==> src/rtl/data_req_initiator.sv <==
// Turns accepted commands into req/gnt memory transactions and returns the responses in order.
// Latency: data_req_o one cycle after command accept; resp_valid_o one cycle after the credited rvalid.
// Backpressure: cmd_ready_o drops while a request is ungranted or MAX_OUTSTANDING commands await a response pop.

// Generic in-order FIFO. Head is read combinationally; pointers wrap at DEPTH.
// Latency: a push is visible at the head the cycle after it is written.
// Backpressure: none internally; the caller must never push into a full FIFO without a pop.
module drq_fifo #(
    parameter int WIDTH = 1,
    parameter int DEPTH = 2
) (
    input  logic             clk,
    input  logic             rst_n,
    input  logic             push_vld,
    input  logic [WIDTH-1:0] push_dat,
    input  logic             pop_vld,
    output logic [WIDTH-1:0] head_dat,
    output logic             empty
);
    localparam int PTR_W = (DEPTH > 1) ? $clog2(DEPTH) : 1;
    localparam int CNT_W = $clog2(DEPTH + 1);
    localparam logic [PTR_W-1:0] LAST_PTR = PTR_W'(DEPTH - 1);
    localparam logic [CNT_W-1:0] FULL_CNT = CNT_W'(DEPTH);

    logic [WIDTH-1:0] mem [DEPTH];
    logic [PTR_W-1:0] wr_ptr;
    logic [PTR_W-1:0] rd_ptr;
    logic [CNT_W-1:0] count;
    logic             do_pop;

    assign empty    = (count == '0);
    assign do_pop   = pop_vld && !empty;
    assign head_dat = mem[rd_ptr];

    always_ff @(posedge clk or negedge rst_n) begin
        if (!rst_n) begin
            wr_ptr <= '0;
            rd_ptr <= '0;
            count  <= '0;
        end else begin
            if (push_vld) begin
                wr_ptr <= (wr_ptr == LAST_PTR) ? '0 : wr_ptr + 1'b1;
            end
            if (do_pop) begin
                rd_ptr <= (rd_ptr == LAST_PTR) ? '0 : rd_ptr + 1'b1;
            end
            case ({push_vld, do_pop})
                2'b10:   count <= count + 1'b1;
                2'b01:   count <= count - 1'b1;
                default: count <= count;
            endcase
        end
    end

    // Storage needs no reset: the head is only meaningful while count is non-zero.
    always_ff @(posedge clk) begin
        if (push_vld) begin
            mem[wr_ptr] <= push_dat;
        end
    end

    a_no_overflow: assert property (@(posedge clk) disable iff (!rst_n)
        !(push_vld && (count == FULL_CNT) && !do_pop));
    a_no_underflow: assert property (@(posedge clk) disable iff (!rst_n)
        !(pop_vld && empty));
endmodule

module data_req_initiator #(
    parameter int ADDR_WIDTH      = 32,
    parameter int DATA_WIDTH      = 32,
    parameter int MAX_OUTSTANDING = 2
) (
    input  logic                    clk,
    input  logic                    rst_n,
    input  logic                    cmd_valid_i,
    output logic                    cmd_ready_o,
    input  logic                    cmd_we_i,
    input  logic [DATA_WIDTH/8-1:0] cmd_be_i,
    input  logic [ADDR_WIDTH-1:0]   cmd_addr_i,
    input  logic [DATA_WIDTH-1:0]   cmd_wdata_i,
    output logic                    data_req_o,
    output logic                    data_we_o,
    output logic [DATA_WIDTH/8-1:0] data_be_o,
    output logic [ADDR_WIDTH-1:0]   data_addr_o,
    output logic [DATA_WIDTH-1:0]   data_wdata_o,
    input  logic                    data_gnt_i,
    input  logic                    data_rvalid_i,
    input  logic [DATA_WIDTH-1:0]   data_rdata_i,
    input  logic                    data_err_i,
    output logic                    resp_valid_o,
    input  logic                    resp_ready_i,
    output logic [DATA_WIDTH-1:0]   resp_rdata_o,
    output logic                    resp_err_o,
    output logic                    resp_we_o,
    output logic                    busy_o,
    output logic                    unexpected_rvalid_o
);
    localparam int BE_W  = DATA_WIDTH / 8;
    localparam int CNT_W = $clog2(MAX_OUTSTANDING + 1);
    localparam logic [CNT_W-1:0] MAX_CNT = CNT_W'(MAX_OUTSTANDING);

    typedef enum logic {
        IDLE = 1'b0,
        REQ  = 1'b1
    } state_t;

    typedef struct packed {
        logic                  we;
        logic [BE_W-1:0]       be;
        logic [ADDR_WIDTH-1:0] addr;
        logic [DATA_WIDTH-1:0] wdata;
    } req_t;

    typedef struct packed {
        logic [DATA_WIDTH-1:0] rdata;
        logic                  err;
        logic                  we;
    } resp_t;

    state_t           state_q;
    state_t           state_d;
    req_t             req_q;
    logic [CNT_W-1:0] inflight_q;
    logic [CNT_W-1:0] granted_q;
    logic             unexp_q;

    logic  cmd_acc;
    logic  gnt_acc;
    logic  rsp_credit;
    logic  rsp_pop;
    logic  we_head;
    logic  we_empty;
    logic  rsp_empty;
    resp_t rsp_push;
    resp_t rsp_head;

    // Gating with rst_n keeps cmd_ready_o low throughout reset even though the terms would allow it.
    assign cmd_ready_o = rst_n && (!data_req_o || data_gnt_i) && (inflight_q < MAX_CNT);
    assign cmd_acc     = cmd_valid_i && cmd_ready_o;
    assign gnt_acc     = (state_q == REQ) && data_gnt_i;
    // granted_q is registered, so an rvalid in the same cycle as its own grant is not credited.
    assign rsp_credit  = data_rvalid_i && (granted_q != '0);
    assign rsp_pop     = resp_valid_o && resp_ready_i;

    always_ff @(posedge clk or negedge rst_n) begin
        if (!rst_n) begin
            state_q <= IDLE;
        end else begin
            state_q <= state_d;
        end
    end

    // In REQ a new accept implies a grant this cycle, so the next request follows back-to-back.
    always_comb begin
        state_d = state_q;
        case (state_q)
            IDLE: if (cmd_acc) state_d = REQ;
            REQ:  if (data_gnt_i && !cmd_acc) state_d = IDLE;
        endcase
    end

    always_ff @(posedge clk or negedge rst_n) begin
        if (!rst_n) begin
            req_q <= '0;
        end else if (cmd_acc) begin
            req_q <= '{we: cmd_we_i, be: cmd_be_i, addr: cmd_addr_i, wdata: cmd_wdata_i};
        end
    end

    always_ff @(posedge clk or negedge rst_n) begin
        if (!rst_n) begin
            inflight_q <= '0;
            granted_q  <= '0;
            unexp_q    <= 1'b0;
        end else begin
            case ({cmd_acc, rsp_pop})
                2'b10:   inflight_q <= inflight_q + 1'b1;
                2'b01:   inflight_q <= inflight_q - 1'b1;
                default: inflight_q <= inflight_q;
            endcase
            case ({gnt_acc, rsp_credit})
                2'b10:   granted_q <= granted_q + 1'b1;
                2'b01:   granted_q <= granted_q - 1'b1;
                default: granted_q <= granted_q;
            endcase
            if (data_rvalid_i && (granted_q == '0)) begin
                unexp_q <= 1'b1;
            end
        end
    end

    // Remembers whether each granted transaction was a write, in grant order.
    drq_fifo #(
        .WIDTH (1),
        .DEPTH (MAX_OUTSTANDING)
    ) u_we_fifo (
        .clk      (clk),
        .rst_n    (rst_n),
        .push_vld (gnt_acc),
        .push_dat (req_q.we),
        .pop_vld  (rsp_credit),
        .head_dat (we_head),
        .empty    (we_empty)
    );

    assign rsp_push = '{rdata: (we_head ? '0 : data_rdata_i), err: data_err_i, we: we_head};

    drq_fifo #(
        .WIDTH ($bits(resp_t)),
        .DEPTH (MAX_OUTSTANDING)
    ) u_rsp_fifo (
        .clk      (clk),
        .rst_n    (rst_n),
        .push_vld (rsp_credit),
        .push_dat (rsp_push),
        .pop_vld  (rsp_pop),
        .head_dat (rsp_head),
        .empty    (rsp_empty)
    );

    assign data_req_o   = (state_q == REQ);
    assign data_we_o    = req_q.we;
    assign data_be_o    = req_q.be;
    assign data_addr_o  = req_q.addr;
    assign data_wdata_o = req_q.wdata;

    // Head fields are masked while empty so uninitialised storage never reaches the outputs.
    assign resp_valid_o = !rsp_empty;
    assign resp_rdata_o = rsp_empty ? '0 : rsp_head.rdata;
    assign resp_err_o   = !rsp_empty && rsp_head.err;
    assign resp_we_o    = !rsp_empty && rsp_head.we;

    assign busy_o              = (inflight_q != '0);
    assign unexpected_rvalid_o = unexp_q;

    a_inflight_bound: assert property (@(posedge clk) disable iff (!rst_n)
        inflight_q <= MAX_CNT);
    a_credit_track: assert property (@(posedge clk) disable iff (!rst_n)
        (granted_q == '0) == we_empty);
endmodule

==> config.mk <==
export PLATFORM = sky130hd
export DESIGN_NAME = data_req_initiator
export DESIGN_NICKNAME = d
export VERILOG_FILES = /design/src/rtl/data_req_initiator.sv
export SDC_FILE = /design/constraint.sdc
export NUM_CORES = 1
export LEC_CHECK = 0
export BUFFER_PORTS_ARGS = -buffer_cell sky130_fd_sc_hd__buf_2
export CAP_MARGIN = 30
export CORE_AREA = 4 4 87 151
export DETAILED_ROUTE_END_ITERATION = 10
export DIE_AREA = 0 0 91 155
export GPL_ROUTABILITY_DRIVEN = 1
export PLACE_DENSITY = 0.86
export SYNTH_ARGS = -nofsm -noshare
export SYNTH_HDL_FRONTEND = slang
export SYNTH_SLANG_ARGS = --single-unit
==> constraint.sdc <==
create_clock -name clk -period 4.85 [get_ports clk]
set_clock_uncertainty 0.15 [all_clocks]
set_input_delay 0.485 -clock clk [delete_from_list [all_inputs] [get_ports clk]]
set_output_delay 0.485 -clock clk [all_outputs]
set_load 0.03 [all_outputs]
# After elaboration in Yosys (flattened, before gate mapping)
# Memories as Yosys holds them, arrays and structs flattened.
# Index checks and enable logic that the tools add are counted.
# classes
n_addsub	12
magnitude_cmp	1
n_eq_ne	8
muxes	17
bitwise_logic	1
reduce_logical	26
# ops
op	count
32-bit two-way mux	2
2-bit case mux with 2 select lines	4
1-bit logical AND	12
2-bit nonzero test	6
1-bit two-way mux	10
2-bit by 1-bit adder with 2-bit output (second input constant)	4
2-bit by 1-bit equality test with 1-bit output (second input constant)	4
2-bit equality test (second input constant)	4
2-bit by 1-bit subtractor with 2-bit output (second input constant)	4
2-bit logical NOT	3
1-bit adder (second input constant)	4
1-bit logical NOT	4
2-bit less-than comparator (second input constant)	1
1-bit case mux with 2 select lines	1
1-bit logical OR	1
1-bit NOT	1
# totals
ff_bits	83
mem_bits_rw	70
output_inout_bits	108
wordCells	81
mem_count	2
# memory_table
name	words	width	rd	rd_ports_with_merged_regs	wr	line	source
u_rsp_fifo.mem	2	34	1	0	1	25	logic [WIDTH-1:0] mem [DEPTH];
u_we_fifo.mem	2	1	1	0	1	25	

# Logic depth before layout (Yosys ltp)
# Gate-level depths: netlist of run 1.
# logic_depth
depth_word	9
mapped_depth	7
depth_no_buf	7

# Modules after synthesis
# A second synthesis of run 1 with hierarchy kept.
# hier_totals
hier_cells	386
area_unflattened_um2	6643.9
# by_module_without_submodules
module	instances	cells_each	area_per_inst_um2	seq_area_each_um2
data_req_initiator	1	245	3594.7	1876.8
drq_fifo (u_rsp_fifo)	1	122	2791.4	2142.1
drq_fifo (u_we_fifo)	1	19	257.7	160.2

# Least setup slack after synthesis of run 1
# No wires, ideal clock.
# synth_path
path_type	input -> register
start	in data_rvalid_i
end	mem u_rsp_fifo.mem[0][0] (netlist bit) (enable)
setup_time_ns	0.425
arrival_ns	2.076
setup_slack_ns	2.199
cell_stages	2
path_buffers	0
cell_sequence	o21ai_1 nor2_1
# synth_via
elab_chain_len	3
# synth_rtl
item	line	source
start: declaration	87	input logic data_rvalid_i,
1-bit logical AND	142	assign rsp_credit = data_rvalid_i && (granted_q != '0);
1-bit two-way mux	57	if (push_vld) begin
1-bit two-way mux (implied by the code)	58	mem[wr_ptr] <= push_dat;
end: declaration	25	
# Every way passes these cells.

# Worst setup path in the final report of run 1
# layout_path
start	in rst_n
end	out cmd_ready_o
# layout_via
elab_chain_len	2
# layout_rtl
item	line	source
start: declaration	74	input logic rst_n,
1-bit logical AND (2 in series)	138	assign cmd_ready_o = rst_n && (!data_req_o || data_gnt_i) && (inflight_q < MAX_CNT);
end: declaration	76	output logic cmd_ready_o,
# Every way passes these cells.

==> results of run 1 <==
-- worst max-delay path, delay by kind of cell --
family	cells	cell delay, ps
buffers and inverters	5	1380
and+or+nand+nor	1	220
-- registers in the layout, summed over array words and instances (netlist names) --
signal and count:
u_rsp_fifo.mem 68, data_addr_o 32, data_wdata_o 32, data_be_o 4, granted_q 2, inflight_q 2
u_rsp_fifo.count 2, u_we_fifo.count 2, u_we_fifo.mem 2, data_req_o 1, data_we_o 1, u_rsp_fifo.rd_ptr 1
u_rsp_fifo.wr_ptr 1, u_we_fifo.rd_ptr 1, u_we_fifo.wr_ptr 1, unexpected_rvalid_o 1
-- cell type report --
cell class                      count  area share, %
Clock inverter                     10           1.55
Timing Repair Buffer              224           14.6
Tap cell                          137           2.08
Inverter                            3          0.137
Clock buffer                       22           6.08
Sequential cell                   153           50.8
Multi-Input combinational cell    211           24.8
-- path summary, 6_finish.rpt --
check,start,end,slack (ps)
max in group asynchronous,rst_n,data_addr_o[26],3530
min reg2reg,unexpected_rvalid_o,unexpected_rvalid_o,300
max reg2reg,data_req_o,data_addr_o[30],2740
min,data_err_i,u_rsp_fifo.mem[1][1],130
min in group asynchronous,rst_n,data_wdata_o[20],420
max,rst_n,cmd_ready_o,2100
-- per-layer routing --
layer / vias up / global-route usage [%] / wire [um]
met5: - / 0 / 0
li1: 1796 / - / -
met4: 0 / 7.34 / 207
met3: 16 / 6.10 / 984
met1: 1829 / 21.8 / 5270
met2: 185 / 33.6 / 6830
-- metrics by stage --
| step | power [W] | instances |
|---|---|---|
| after global routing | 0.00671 | 760 |
| after detailed placement | 0.00503 | 724 |
| after floorplan | 0.00422 | 384 |
| after global placement | 0.00495 | 724 |
| final | 0.00639 | 760 |
| after CTS | 0.00643 | 756 |
-- timing repair --
| action | 4_1_cts | 5_1_grt |
|---|---|---|
| hold buffers | 0 | 1 |
| endpoints found under the hold margin | 0 | 8 |
| buffers inserted | 0 | 0 |
| endpoints found under the setup margin | 0 | 0 |
-- power by group --
group	switching [W]	internal [W]	total, W
clock	0.000522	0.000850	0.00137
sequential	0.000300	0.00192	0.00222
combinational	0.00173	0.00107	0.00280
-- cell usage after synthesis --
| library cell | n | area, um^2 |
|---|---|---|
| ha_1 | 4 | 50.1 |
| nor2_2 | 1 | 6.26 |
| nor2_1 | 43 | 161 |
| o21ai_1 | 1 | 5.00 |
| and3_1 | 1 | 6.26 |
| and2_1 | 34 | 213 |
| nand2_1 | 2 | 7.51 |
| nand2b_2 | 1 | 8.76 |
| buf_6 | 7 | 78.8 |
| xnor2_1 | 10 | 87.6 |
| a21o_1 | 1 | 7.51 |
| buf_2 | 4 | 20.0 |
| and3b_1 | 1 | 8.76 |
| edfxtp_1 | 70 | 2100 |
| xor2_1 | 6 | 52.6 |
| dfrtp_1 | 83 | 2080 |
| clkbuf_1 | 6 | 22.5 |
| nand4b_4 | 1 | 23.8 |
| inv_1 | 3 | 11.3 |
| mux2i_1 | 35 | 350 |
| or2_2 | 1 | 6.26 |
| mux2_2 | 1 | 11.3 |
| mux2_4 | 68 | 1020 |
-- cells by family (layout without fill, tap and decap cells) --
| kind of cell | Yosys count | count (layout) | synth area share (%) |
|---|---|---|---|
| flip-flops | 153 | 153 | 65.9 |
| multiplexers | 104 | 104 | 21.8 |
| AND/OR/NAND/NOR | 85 | 85 | 6.97 |
| buffers and inverters | 20 | 259 | 2.09 |
| XOR/XNOR | 16 | 16 | 2.21 |
| adder cells (fa/ha/maj) | 4 | 4 | 0.790 |
| AO/OA/AOI/OAI | 2 | 2 | 0.197 |
==> flow_summary_export.csv, run 1 <==
group,metric,value,unit
run_status,status,"finished, final reports clean",
routing,wirelength,13.3,mm
sta,drv_slew,0,
sta,setup_ws,2100,ps
setup_path,worstPathRequired,4220,ps
yosys,synth_nets,496,
global_routing,antenna_found_initial,0,
placed_design,numPortBuffers,215,
routing,ant_nets,0,
sta,max-slew-margin-rel,36.0,%
sta,fmax,364,MHz
setup_path,critPathArrivalTime,2110,ps
sta,tightestPinTransition,957,ps
sta,fin_crit,2750,ps
yosys,yosys.cell_types.count,23,
sta,final_hold_viol_count,0,
final_layout,final_common_cell,"buf_2",
placed_design,place.gp.congestion,0.764,
global_routing,grt_pass1_wl,21.2,mm
cts,clock-sinks,153,
final_layout,num_antenna_cells,0,
sta,hold_ws,135,ps
cts,path_clk_slew,60,ps
yosys,synth.yosys.seq_area_share,65.9,%
final_layout,ff_latch_area,4180,um^2
routing,drtPass1Iterations,4,
cts,cts_buffers,17,
final_layout,multi_input_area,2040,um^2
sta,finalSetupViolCount,0,
global_routing,grt_pass1_vias,4259,
floorplanning,die_w,91,um
final_layout,stdcell_area,8230,um^2
cts,insertion_delay,410,ps
setup_path,crit_path_end_kind,"output pin",
setup_path,max_stage_delay,520,ps
final_layout,area_growth,29.8,%
floorplanning,pin_count,216,
placed_design,place_area,7520,um^2
global_routing,gr-usage-all-layers,19.2,%
cts,clockBufferDepth,2,
sta,tns,0,ps
yosys,syn_area,6340,um^2
power_and_ir_drop,max-vdd-ir-drop,0.000439,V
setup_path,crit_slowest_cell,"dlygate4sd3_1",
cts,root_buffer,"clkbuf_16",
routing,drt-initial-drc-count,125,
final_layout,n_fill_cell,794,
global_routing,grt_max_degree,85,
final_layout,fin_util,69.0,%
setup_path,timing.setup.critical_path_class,"in2out",
power_and_ir_drop,power_density,777,nW/um^2
routing,vias,3826,
cts,cts_tree,"yes",
floorplanning,coreArea,11900,um^2
flow_run,maxCapViolations,0,
setup_path,path_max_fanout,76,
final_layout,layout_common_cells,"buf_2 (214), dfrtp_1 (82), edfxtp_1 (70), mux2_4 (68), nor2_1 (42)",
global_routing,gr-total-overflow,0,
setup_path,crit_path_frequent_cell,"buf_4",
power_and_ir_drop,p_leak,4.04,nW
final_layout,fin_nets,722,
hold_path,whs_path_depth,1,
floorplanning,initial_core_util,53.1,%
routing,wl_per_cell,17.5,um
floorplanning,die_h,155,um
placed_design,dp_worst_setup_slack,2070,ps
yosys,yosys_warnings,0,
sta,rsz0062_at_grt,"no",
floorplanning,fp-row-count,53,
routing,vias_per_cell,5.03,
setup_path,crit_path_start_kind,"input pin",
setup_path,cp_cell_sequence,"dlygate4sd3_1, buf_4, buf_4, buf_16, and3b_1, buf_2",
cts,cts_max_level,4,
hold_path,hp-class,"in2reg",
floorplanning,dieArea,14100,um^2
yosys,syn_inst,384,
placed_design,hpwl,9.38,mm
cts,ctsResizeCount,0,
setup_path,r2r_cells,5,
yosys,syn_area_per_cell,16.5,um^2
sta,fin_crit_sh,56.7,%
final_layout,drive_above_1_share,53.0,%
routing,drc,0,
yosys,ys_ff_latch,153,
Power figures use the tool's default switching activity.
==> run 2: changes to the inputs <==
--- a/config.mk
+++ b/config.mk
@@ -7,11 +7,11 @@
 export LEC_CHECK = 0
 export BUFFER_PORTS_ARGS = -buffer_cell sky130_fd_sc_hd__buf_2
 export CAP_MARGIN = 30
-export CORE_AREA = 4 4 87 151
+export CORE_AREA = 4 4 91 156
 export DETAILED_ROUTE_END_ITERATION = 10
-export DIE_AREA = 0 0 91 155
+export DIE_AREA = 0 0 95 160
 export GPL_ROUTABILITY_DRIVEN = 1
-export PLACE_DENSITY = 0.86
+export PLACE_DENSITY = 0.8
 export SYNTH_ARGS = -nofsm -noshare
 export SYNTH_HDL_FRONTEND = slang
 export SYNTH_SLANG_ARGS = --single-unit
==> constraint.sdc (replaced) <==
create_clock -name clk -period 2.85 [get_ports clk]
set_clock_uncertainty 0.15 [all_clocks]
set_input_delay 0.285 -clock clk [delete_from_list [all_inputs] [get_ports clk]]
set_output_delay 0.285 -clock clk [all_outputs]
set_load 0.03 [all_outputs]
==> run 2 against run 1 <==
Highest routed layer unchanged; sequential power rose by 69%; via count rose by 9.1%; register-to-register slack worse by 1800 ps; routed wire length increased by 13%; non-clock buffer count rose by 72; combinational power up 74%; sequential share of layout area decreased by 3.8 points; largest cell class unchanged; final cell count rose by 14%; global-route usage is 0.88 points higher; clock power increased by 50%; die area rose by 7.8%.
==> flow_summary_export.csv, run 2 (synthesis results as in run 1) <==
group,metric,value,unit
setup_path,cp_top_family,"buffers and inverters",
cts,ctsResizeCount,0,
power_and_ir_drop,power_density,1200,nW/um^2
run_status,status,"finished, final reports clean",
cts,root_buffer,"clkbuf_16",
global_routing,grt_pass1_vias,4582,
sta,max-slew-margin-rel,60.4,%
floorplanning,fp-row-count,55,
final_layout,fin_nets,794,
sta,fin_crit_sh,77.5,%
sta,tns,0,ps
floorplanning,initial_core_util,49.0,%
setup_path,critPathArrivalTime,1770,ps
power_and_ir_drop,power_frac_comb,45.6,%
power_and_ir_drop,pwr-share-clk,19.2,%
cts,clockBufferDepth,2,
cts,clock-sinks,153,
setup_path,cp_cell_sequence,"buf_4, mux2i_1, nor2_1, buf_2",
sta,hold_ws,39.9,ps
cts,cts_buffers,17,
global_routing,antenna_found_initial,0,
floorplanning,dieArea,15200,um^2
setup_path,max_stage_delay,490,ps
final_layout,num_antenna_cells,0,
floorplanning,die_w,95,um
sta,final_hold_viol_count,0,
global_routing,grt_max_degree,84,
cts,path_clk_slew,60,ps
setup_path,r2r_setup_slack,970,ps
global_routing,gr-total-overflow,0,
routing,drc,0,
power_and_ir_drop,internal_power,0.00627,W
power_and_ir_drop,switching_share,41.3,%
floorplanning,die_h,160,um
sta,fin_crit,2210,ps
power_and_ir_drop,seqPwrFrac,35.2,%
global_routing,gr-usage-all-layers,20.1,%
routing,drtPass1Iterations,4,
hold_path,hp-start,"data_rdata_i[15]",
power_and_ir_drop,max-vdd-ir-drop,0.000807,V
final_layout,final_common_cell,"buf_2",
setup_path,crit_slowest_cell,"buf_4",
final_layout,largest_reg_flops,68,
floorplanning,pin_count,216,
setup_path,r2r_cells,5,
setup_path,path_max_fanout,35,
routing,vias,4175,
sta,drv_slew,0,
hold_path,whs_path_depth,2,
floorplanning,coreArea,12900,um^2
routing,wl_per_cell,17.3,um
routing,wirelength,15.0,mm
setup_path,worstPathRequired,2410,ps
cts,insertion_delay,400,ps
setup_path,timing.setup.critical_path_class,"reg2out",
setup_path,r2r_end,"u_we_fifo.count[1]",
power_and_ir_drop,p_leak,4.28,nW
cts,cts_tree,"yes",
setup_path,crit_path_start_kind,"flip-flop",
setup_path,crit_path_end_kind,"output pin",
final_layout,regMostFlops,"u_rsp_fifo.mem",
final_layout,area_growth,40.2,%
final_layout,drive_above_1_share,47.5,%
sta,tightestPinTransition,595,ps
sta,finalSetupViolCount,0,
final_layout,layout_common_cells,"buf_2 (214), dfrtp_1 (82), dlygate4sd3_1 (72), edfxtp_1 (70), mux2_4 (68)",
final_layout,n_fill_cell,881,
flow_run,maxCapViolations,0,
power_and_ir_drop,power.net_switching,0.00441,W
routing,vias_per_cell,4.82,
routing,drt-initial-drc-count,122,
placed_design,place.gp.congestion,0.781,
cts,cts_max_level,4,
placed_design,numPortBuffers,215,
placed_design,hpwl,9.26,mm
sta,rsz0062_at_grt,"no",
hold_path,hp-class,"in2reg",
global_routing,grt_pass1_wl,23.4,mm
routing,ant_nets,0,
hold_path,hold_end,"u_rsp_fifo.mem[0][17]",
setup_path,reg2reg_from,"granted_q[0]",
setup_path,crit_buf_inv,2,
sta,fmax,453,MHz
## run 2: cell count changes in the layout (fill, tap and decap cells not counted)
cell	before	now
buf_16	2	1
buf_4	6	8
bufinv_16	2	0
clkbuf_16	19	17
clkbuf_4	1	0
clkbuf_8	1	0
clkinv_1	0	1
clkinvlp_4	0	5
dlygate4sd3_1	1	72
inv_4	1	0
inv_6	4	3
inv_8	0	2
## run 2: power groups by stage
| stage | logic (W) | registers, W | clock network [W] |
|---|---|---|---|
| finish | 0.00487 | 0.00375 | 0.00205 |
| global route | 0.00515 | 0.00384 | 0.00222 |
| CTS | 0.00489 | 0.00373 | 0.00211 |
| detailed placement | 0.00482 | 0.00373 | 0 |
| global placement | 0.00471 | 0.00372 | 0 |
| floorplan | 0.00249 | 0.00470 | 0 |
## run 2: worst max path at each step
stage / from / to / slack [ps] / cells past startpoint
after floorplan: granted_q[0] / u_rsp_fifo.mem[0][0] / 280 / 2
after global placement: granted_q[0] / u_rsp_fifo.mem[1][22] / 1020 / 4
after detailed placement: granted_q[0] / u_rsp_fifo.mem[1][22] / 980 / 4
after CTS: u_rsp_fifo.rd_ptr / resp_rdata_o[5] / 610 / 4
after global routing: u_rsp_fifo.rd_ptr / resp_rdata_o[31] / 540 / 4
final: u_rsp_fifo.rd_ptr / resp_rdata_o[5] / 640 / 4
## run 2: repair_timing
action,4_1_cts,5_1_grt
hold buffers,71,1
setup buffers,0,0
endpoints found under the hold margin,72,22
## run 2: layout make-up
cell class	instances	area [um^2]	share of cell area [%]
Clock buffer	18	429	4.83
Clock inverter	14	116	1.31
Inverter	3	11.3	0.127
Multi-Input combinational cell	211	2040	22.9
Sequential cell	153	4180	47.0
Tap cell	171	214	2.41
Timing Repair Buffer	296	1900	21.4
## run 2: per-layer routing
metal	share of wire [%]	GRT usage [%]	wire length [um]
met5	0	0	0
met4	1.4	6.83	215
met3	8.1	6.08	1220
met2	50	33.9	7550
met1	40	24.2	6010
## run 2: stage by stage
step / cells / area (um^2) / power [W] / worst slack (ps) / utilization, %
floorplan: 384 / 6340 / 0.00719 / 276 / -
global placement: 761 / 7590 / 0.00843 / 1020 / 58.7
detailed placement: 761 / 7590 / 0.00854 / 979 / 58.7
CTS: 864 / 8850 / 0.0107 / 615 / 68.4
global route: 866 / 8890 / 0.0112 / 545 / 68.7
finish: 866 / 8890 / 0.0107 / 642 / 68.7
==> run 3: changes to the inputs <==
--- a/config.mk
+++ b/config.mk
@@ -5,13 +5,14 @@
 export SDC_FILE = /design/constraint.sdc
 export NUM_CORES = 1
 export LEC_CHECK = 0
+export ABC_AREA = 1
 export BUFFER_PORTS_ARGS = -buffer_cell sky130_fd_sc_hd__buf_2
 export CAP_MARGIN = 30
-export CORE_AREA = 4 4 91 156
+export CORE_AREA = 4 4 95 164
 export DETAILED_ROUTE_END_ITERATION = 10
-export DIE_AREA = 0 0 95 160
+export DIE_AREA = 0 0 99 168
 export GPL_ROUTABILITY_DRIVEN = 1
-export PLACE_DENSITY = 0.8
+export PLACE_DENSITY = 0.78
 export SYNTH_ARGS = -nofsm -noshare
 export SYNTH_HDL_FRONTEND = slang
 export SYNTH_SLANG_ARGS = --single-unit
==> constraint.sdc (replaced) <==
create_clock -name clk -period 1.8 [get_ports clk]
set_clock_uncertainty 0.15 [all_clocks]
set_input_delay 0.18 -clock clk [delete_from_list [all_inputs] [get_ports clk]]
set_output_delay 0.18 -clock clk [all_outputs]
set_load 0.03 [all_outputs]
==> run 3 against run 2 <==
The flow now finishes with violations (hold timing, setup timing); clock-buffer cell count rose by 1; sequential power grew 59%; total power increased by 76%; worst hold slack worse by 390 ps; first-iteration DRC count grew to 2.7 times the previous value; global-route usage increased by 2.9 points; combinational power increased by 88%; worst setup slack got worse by 730 ps; critical path depth up 1; largest cell class unchanged; largest power group unchanged.
==> flow_summary_export.csv, run 3 <==
group,metric,value,unit
cts,insertion_delay,410,ps
sta,rsz0062_at_grt,"yes",
placed_design,hpwl,10.7,mm
power_and_ir_drop,internal_power,0.0105,W
setup_path,timing.setup.critical_path_class,"reg2out",
yosys,synth_edf_count,70,
setup_path,r2r_cells,8,
floorplanning,initial_core_util,45.0,%
final_layout,fin_nets,1093,
routing,wirelength,20.3,mm
sta,final_hold_viol_count,83,
setup_path,r2r_end,"u_rsp_fifo.count[1]",
global_routing,grt_max_degree,85,
global_routing,antenna_found_initial,0,
final_layout,n_fill_cell,941,
setup_path,crit_path_start_kind,"flip-flop",
placed_design,dpl.cell_count,1032,
yosys,syn_inst,659,
routing,drc,0,
power_and_ir_drop,seqPwrFrac,31.7,%
global_routing,gr-total-overflow,0,
yosys,ys_ff_latch,153,
yosys,synth_nets,771,
yosys,async_flop_share,54.2,%
power_and_ir_drop,total_power,0.0188,W
sta,fmax,530,MHz
sta,fin_crit_sh,105,%
floorplanning,die_w,99,um
cts,cts_hold_buf,104,
setup_path,worstPathRequired,1470,ps
sta,setup_ws,-87.9,ps
global_routing,grt_pass1_vias,6222,
final_layout,largest_reg_flops,68,
run_status,violations,"hold timing, setup timing",
setup_path,path_max_fanout,11,
cts,path_clk_slew,70,ps
sta,finalSetupViolCount,34,
yosys,synth_most_common_cell,"nand2_1",
hold_path,hp-class,"in2async",
setup_path,reg2reg_from,"granted_q[0]",
routing,ant_nets,0,
final_layout,drive_above_1_share,32.5,%
yosys,yosys.area.top_type,"edfxtp_1",
setup_path,critPathArrivalTime,1560,ps
floorplanning,dieArea,16600,um^2
routing,drtPass1Iterations,5,
final_layout,finalNonFillerCells,1174,
run_status,status,"finished, violations left",
yosys,synth_top_area_share,32.7,%
yosys,syn_area,6440,um^2
power_and_ir_drop,power.net_switching,0.00824,W
routing,vias_per_cell,5.15,
floorplanning,coreArea,14300,um^2
routing,vias,6048,
global_routing,gr-usage-all-layers,23.0,%
sta,max-slew-margin-rel,69.5,%
yosys,ys.flop_type,"dfrtp_1",
floorplanning,pin_count,216,
power_and_ir_drop,max-vdd-ir-drop,0.00124,V
power_and_ir_drop,p_leak,4.91,nW
power_and_ir_drop,switching_share,43.9,%
setup_path,crit_path_end_kind,"output pin",
floorplanning,die_h,168,um
power_and_ir_drop,power_frac_comb,48.8,%
placed_design,dp_worst_setup_slack,182,ps
final_layout,final_common_cell,"nand2_1",
sta,drv_slew,0,
power_and_ir_drop,pwr-share-clk,19.4,%
global_routing,grt_pass1_wl,30.6,mm
yosys,yosys.cell_types.count,22,
yosys,synth.yosys.seq_area_share,64.9,%
placed_design,place.gp.congestion,0.777,
cts,root_buffer,"clkbuf_16",
cts,cts_tree,"yes",
cts,cts_buffers,17,
floorplanning,fp-row-count,58,
final_layout,fin_util,70.0,%
cts,cts_max_level,4,
sta,fin_crit,1890,ps
power_and_ir_drop,power_density,1870,nW/um^2
yosys,ys_top_cells_by_area,"edfxtp_1 (33%), dfrtp_1 (32%), nand2_1 (14%)",
cts,clock-sinks,153,
yosys,syn_area_per_cell,9.77,um^2
flow_run,maxCapViolations,0,
routing,wl_per_cell,17.3,um
placed_design,numPortBuffers,215,
sta,hold_ws,-349,ps
routing,drt-initial-drc-count,327,
yosys,yosys_warnings,0,
final_layout,area_growth,55.4,%
final_layout,layout_common_cells,"nand2_1 (222), buf_2 (179), dlygate4sd3_1 (104), dfrtp_1 (81), nand4_1 (73)",
cts,clockBufferDepth,2,
final_layout,num_antenna_cells,0,
yosys,synth_commonest_cells,"nand2_1 (236), dfrtp_1 (83), nand4_1 (73)",
final_layout,regMostFlops,"u_rsp_fifo.mem",
sta,tightestPinTransition,457,ps
setup_path,r2r_setup_slack,170,ps
[run 3: power groups by stage]
stage	Combinational, W	Sequential [W]	Clock, W
after floorplan	0.00351	0.00739	0
final	0.00916	0.00595	0.00364
after detailed placement	0.00755	0.00584	0
after global placement	0.00739	0.00584	0
after CTS	0.00807	0.00584	0.00372
after global routing	0.00978	0.00610	0.00385
[run 3: cell families after synthesis]
kind of cell	Yosys count	synth area share (%)
simple gates	361	24.3
fa+ha+maj	4	0.778
buf+inv	100	6.47
flops	153	64.9
xor+xnor	5	0.680
compound gates	36	2.84
[run 3: how the worst max path moves through the flow]
stage | end | start | cells after the start | slack [ps]
floorplan | u_rsp_fifo.mem[1][0] | granted_q[0] | 4 | -300
finish | resp_rdata_o[31] | u_rsp_fifo.rd_ptr | 5 | -90
global placement | u_rsp_fifo.count[1] | granted_q[0] | 8 | 210
detailed placement | u_rsp_fifo.count[1] | granted_q[0] | 8 | 180
CTS | resp_we_o | u_rsp_fifo.count[0] | 4 | -50
global route | resp_rdata_o[31] | u_rsp_fifo.rd_ptr | 5 | -150
[run 3: layer usage]
metal	part of all wire [%]	vias to the layer above	track usage, %	wire, um
met5	0	-	0	0
met4	3.4	0	11.4	700
met3	7.3	57	5.18	1480
met2	53	328	39.8	10800
met1	36	2856	26.6	7330
li1	-	2807	-	-
[run 3: final cells by class]
cell class              instances  area [um^2]  area share [%]
clock buffers                  19          433            4.33
flip-flops and latches        153         4180            41.8
clock inverters                13          170            1.70
repair buffers                345         2710            27.1
inverters                      58          223            2.23
multi-input cells             406         2060            20.6
well taps                     180          225            2.25
[run 3: worst max-delay path, stage by stage, from the launching register on]
cell,delay [ps]
dfrtp_2,470
clkinv_4,110
buf_12,140
nand2_1,90
a21oi_2,170
buf_6,150
[run 3: through the flow]
step           instance area, um^2  setup TNS [ps]
2_1_floorplan                 6440          -19970
3_3_place_gp                  7810               0
3_5_place_dp                  7810               0
4_1_cts                       9600           -1020
5_1_grt                      10000           -3480
6_report                     10000           -1170
[run 3: what timing repair did]
| action | in CTS | in global routing |
|---|---|---|
| buffers inserted | 1 | 1 |
| gates resized for setup | 40 | 100 |
| pin swaps | 1 | 5 |
| endpoints found under the hold margin | 221 | 83 |
| endpoints found under the setup margin | 36 | 36 |
| gates cloned | 1 | 3 |
